## src/rtl/cond_unit.sv

```systemverilog
// -----------------------------------------------------------------------------
// cond_unit
//
// Conditional-execution stage placed directly after the instruction decoder.
// It holds the architectural NZCV flag register and evaluates the ARM 4-bit
// condition field against it. The decoder's raw write requests are turned into
// committed write enables for the PC, register file, data memory and flags.
//
// Parameters
//   MULTICYCLE  1: PC/Reg/Mem writes are gated by the registered condition
//                  result (valid from the cycle after Cond is presented).
//               0: PC/Reg/Mem writes are gated by the combinational result.
//
// Ports
//   clk       in   1  system clock, rising edge
//   reset     in   1  asynchronous, active-high; clears all state
//   Cond      in   4  instruction condition field, Instr[31:28]
//   ALUFlags  in   4  {N,Z,C,V} produced by the ALU this cycle
//   FlagW     in   2  [1] = write N,Z ; [0] = write C,V
//   PCS       in   1  instruction writes PC
//   RegW      in   1  raw register write request
//   MemW      in   1  raw memory write request
//   NextPC    in   1  unconditional PC+4 fetch write from the multicycle FSM
//   PCWrite   out  1  committed PC write enable
//   RegWrite  out  1  committed register file write enable
//   MemWrite  out  1  committed data memory write enable
//   Flags     out  4  current flag register {N,Z,C,V}
//   CondEx    out  1  combinational condition result for Cond and Flags
// -----------------------------------------------------------------------------
module cond_unit #(
  parameter bit MULTICYCLE = 1'b1
) (
  input  logic       clk,
  input  logic       reset,
  input  logic [3:0] Cond,
  input  logic [3:0] ALUFlags,
  input  logic [1:0] FlagW,
  input  logic       PCS,
  input  logic       RegW,
  input  logic       MemW,
  input  logic       NextPC,
  output logic       PCWrite,
  output logic       RegWrite,
  output logic       MemWrite,
  output logic [3:0] Flags,
  output logic       CondEx
);

  // Evaluate an ARM condition code against {N,Z,C,V}. Code 4'b1111 is a
  // defined "never" so the result can never go unknown.
  function automatic logic cond_eval(input logic [3:0] cond,
                                     input logic [3:0] flags);
    logic n;
    logic z;
    logic c;
    logic v;
    logic res;
    n = flags[3];
    z = flags[2];
    c = flags[1];
    v = flags[0];
    case (cond)
      4'b0000: res = z;                          // EQ
      4'b0001: res = ~z;                         // NE
      4'b0010: res = c;                          // CS
      4'b0011: res = ~c;                         // CC
      4'b0100: res = n;                          // MI
      4'b0101: res = ~n;                         // PL
      4'b0110: res = v;                          // VS
      4'b0111: res = ~v;                         // VC
      4'b1000: res = c & ~z;                     // HI
      4'b1001: res = ~c | z;                     // LS
      4'b1010: res = ~(n ^ v);                   // GE
      4'b1011: res = n ^ v;                      // LT
      4'b1100: res = ~z & ~(n ^ v);              // GT
      4'b1101: res = z | (n ^ v);                // LE
      4'b1110: res = 1'b1;                       // AL
      4'b1111: res = 1'b0;                       // never
      default: res = 1'b0;
    endcase
    return res;
  endfunction

  logic [3:0] flags_r;
  logic       cond_ex_r;
  logic       cond_ex_s;
  logic [1:0] flag_write_s;
  logic       gate_s;

  // Condition result and the flag-write qualification derived from it. Flag
  // writes always use the live result, in both timing modes.
  always_comb begin
    cond_ex_s    = cond_eval(Cond, flags_r);
    flag_write_s = FlagW & {2{cond_ex_s}};
  end

  // Flag register halves update independently; CondExR tracks CondEx every
  // cycle so later cycles of a multicycle instruction see a stable result.
  always_ff @(posedge clk or posedge reset) begin
    if (reset) begin
      flags_r   <= 4'b0000;
      cond_ex_r <= 1'b0;
    end else begin
      if (flag_write_s[1]) begin
        flags_r[3:2] <= ALUFlags[3:2];
      end
      if (flag_write_s[0]) begin
        flags_r[1:0] <= ALUFlags[1:0];
      end
      cond_ex_r <= cond_ex_s;
    end
  end

  // Select the gating source. Reset forces the gate low so no register or
  // memory write can escape while reset is held, even in single-cycle mode
  // where the combinational result may still be true.
  always_comb begin
    gate_s = 1'b0;
    if (reset) begin
      gate_s = 1'b0;
    end else if (MULTICYCLE) begin
      gate_s = cond_ex_r;
    end else begin
      gate_s = cond_ex_s;
    end
  end

  // Committed write enables; NextPC bypasses the condition entirely.
  always_comb begin
    PCWrite  = (PCS & gate_s) | NextPC;
    RegWrite = RegW & gate_s;
    MemWrite = MemW & gate_s;
  end

  assign Flags  = flags_r;
  assign CondEx = cond_ex_s;

endmodule
```

## config.mk

```make
export PLATFORM = sky130hd
export DESIGN_NAME = cond_unit
export DESIGN_NICKNAME = d
export VERILOG_FILES = /design/src/rtl/cond_unit.sv
export SDC_FILE = /design/constraint.sdc
export NUM_CORES = 1
export LEC_CHECK = 0
export ABC_AREA = 1
export CAP_MARGIN = 15
export CORE_MARGIN = 4
export CORE_UTILIZATION = 30
export DETAILED_ROUTE_END_ITERATION = 6
export PLACE_DENSITY = 0.78
export SLEW_MARGIN = 20
export SYNTH_ARGS = -nofsm -noshare
export SYNTH_HDL_FRONTEND = slang
export SYNTH_SLANG_ARGS = --single-unit
```

## constraint.sdc

```tcl
create_clock -name clk -period 1.47 [get_ports clk]
set_clock_uncertainty 0.2 [all_clocks]
set_input_delay 0.3675 -clock clk [delete_from_list [all_inputs] [get_ports clk]]
set_output_delay 0.3675 -clock clk [all_outputs]
set_load 0.02 [all_outputs]
```

==> results <==
==> power breakdown <==
group | internal (W) | switching (W) | leakage, nW
clock | 0.000103 | 0.0000573 | 0.0150
combinational | 0.000506 | 0.000508 | 0.402
sequential | 0.000215 | 0.0000834 | 0.0566
total | 0.000824 | 0.000649 | 0.473
==> synthesized netlist by cell type, drive strengths merged <==
cell type  count  area [µm²]
a21oi          1        5.00
a31o           1        8.76
dfrtp          5         125
inv           11        41.3
nand2         28         118
nand3         13        82.6
nor2           7        33.8
o211ai         2        20.0
o21ai          3        15.0
==> path summary, 6_finish.rpt <==
check / cells after the start / endpoint / slack, ps
max: 10 / CondEx / -530
min: 3 / Flags[2] / 400
max reg2reg: 13 / Flags[0] / -220
min reg2reg: 3 / Flags[2] / 400
max in group asynchronous: 5 / Flags[1] / 380
min in group asynchronous: 5 / cond_ex_r / 570
==> critical path: cells and delay by family, from the launching register on <==
| kind | cells | cell delay [ps] |
|---|---|---|
| buffers and inverters | 2 | 210 |
| and+or+nand+nor | 8 | 540 |
| DFF | 1 | 430 |
==> per-stage QoR <==
stage	instance area (µm²)	TNS, ps	worst slack (ps)	instances	power, W
3_5_place_dp	785	-7680	-1270	120	0.00111
6_report	898	-1810	-534	128	0.00147
2_1_floorplan	453	-482	-169	71	0.000697
5_1_grt	898	-2530	-606	128	0.00156
4_1_cts	863	-1880	-519	128	0.00138
3_3_place_gp	785	-7400	-1250	120	0.00109
==> state kept, by name, summed over array words and instances, names as in the netlist <==
name,cells
cond_ex_r,1
Flags,4
==> cell families (layout without fill, tap and decap cells) <==
logic type | count (synthesis) | in the layout | share of synthesized area
simple gates | 48 | 48 | 0.521
buf+inv | 11 | 53 | 0.0919
compound gates | 7 | 7 | 0.109
flops | 5 | 5 | 0.279
==> cell type report <==
class | count | area, µm²
fill | 102 | 452
sequential | 5 | 130
multi-input combinational | 55 | 328
tap | 15 | 18.8
timing repair buffer | 38 | 354
clock buffer | 4 | 26.3
inverter | 11 | 41.3
==> layer usage <==
metal  GRT usage  wire [µm]  vias up
li1            -          -      312
met1       0.168        564      292
met2       0.319        942       26
met3      0.0313         89        2
met4      0.0884          8        0
met5           0          0        -
==> repair_timing <==
action	CTS	global route
setup buffers	4	1
hold endpoints to repair	5	0
hold buffers	1	0
pin swaps	7	6
endpoints found under the setup margin	13	13
gates resized for setup	72	14
==> impl_metrics.py <==
metrics = {
    "cts": {
        "clkTransAtPathRegs_ps": 50,
        "clock-sinks": 5,
        "clockRootBuffer": "clkbuf_4",
        "cts_htree_levels": 1,
        "cts_buffer_depth": 2,
        "insertion_delay_ps": 240,
        "cts-buffers-inserted": 3,
        "cts_tree": "yes",
    },
    "drt": {
        "drtIter0Drc": 5,
        "postRouteAntennaNets": 0,
        "drt-vias-per-instance": 4.94,
        "finalWirelength_um": 1610,
        "route.vias.total": 632,
        "dr.pass1.iters": 4,
        "drcViolationCount": 0,
        "routedWlPerCell_um": 12.5,
    },
    "sta": {
        "period_needed_ps": 2000,
        "maxSlewHeadroom": 0.866,
        "worstMarginPinSlew_ps": 200,
        "finalHoldViolations": 0,
        "fin_crit_sh": 1.36,
        "grt_setup_unrepaired": "true",
        "worst_hold_slack_ps": 397,
        "fmax_mhz": 499,
        "drv_slew": 0,
        "setup_viol": 13,
        "setup_slack_ps": -534,
    },
    "floorplanning": {
        "die_h_um": 46.7,
        "row_count": 13,
        "initial_core_util": 0.333,
        "io_pins": 24,
        "die_w_um": 46.7,
        "die_area_mm2": 0.00218,
        "core_region_area_mm2": 0.00135,
    },
    "setup_path": {
        "arrival_ps": 1440,
        "crit_start": "Flags[3]",
        "path_class": "reg -> out",
        "r2r_start": "Flags[3]",
        "slowest_delay_ps": 430,
        "cp_max_fo": 4,
        "cp-start-kind": "flip-flop",
        "critPathSlowestCell": "dfrtp_2",
        "path_cells": "inv_2, nand2_2, nand2_2, nand3_2, nand2_1, nand2_1, nand3_2, nand2_2, nand3_4, buf_6",
        "end_kind": "primary output",
        "critPathMostFrequentCell": "nand2_2",
        "critPathRequiredTime_ps": 900,
    },
    "global_route": {
        "grt_pass1_vias": 608,
        "overflow": 0,
        "antenna_found_initial": 0,
        "grt_max_degree": 8,
        "grtUsageTotal": 0.168,
        "grt_pass1_wl_um": 2570,
    },
    "placed_design": {
        "gp_congestion": 0.784,
        "post-dp-hpwl_um": 1130,
        "portBuffers": 23,
    },
    "outcome": {
        "violations": "negative setup slack",
        "status": "complete, but fails checks",
    },
    "min_path": {
        "min-delay-start": "Flags[2]",
        "worst_hold_path_type": "reg -> reg",
    },
    "yosys": {
        "syn_inst": 71,
        "netlist_area_um2": 449,
        "synth_cell_type_count": 15,
        "avgSynthCellArea_um2": 6.33,
        "syn_nets": 87,
        "synth.ff_latch_count": 5,
        "yosysSeqAreaShare": 0.279,
        "ys_warn_count": 0,
    },
    "pwr": {
        "vdd_ir_drop_max_mv": 1.05,
        "p_leak_nw": 0.473,
        "p_per_area_mw_per_mm2": 1640,
    },
    "finish": {
        "layout_commonest_cell": "nand2_1",
        "area_growth_pct": 100,
        "layout_common_cells": "nand2_1 (17), buf_6 (12), buf_4 (10)",
        "nets": 130,
        "fin_util": 0.665,
        "drive_gt1_frac": 0.522,
        "n_antenna_cell": 0,
    },
    "job": {
        "maxCapViolations": 0,
    },
}
No activity file was read; power rests on OpenSTA's default activity.
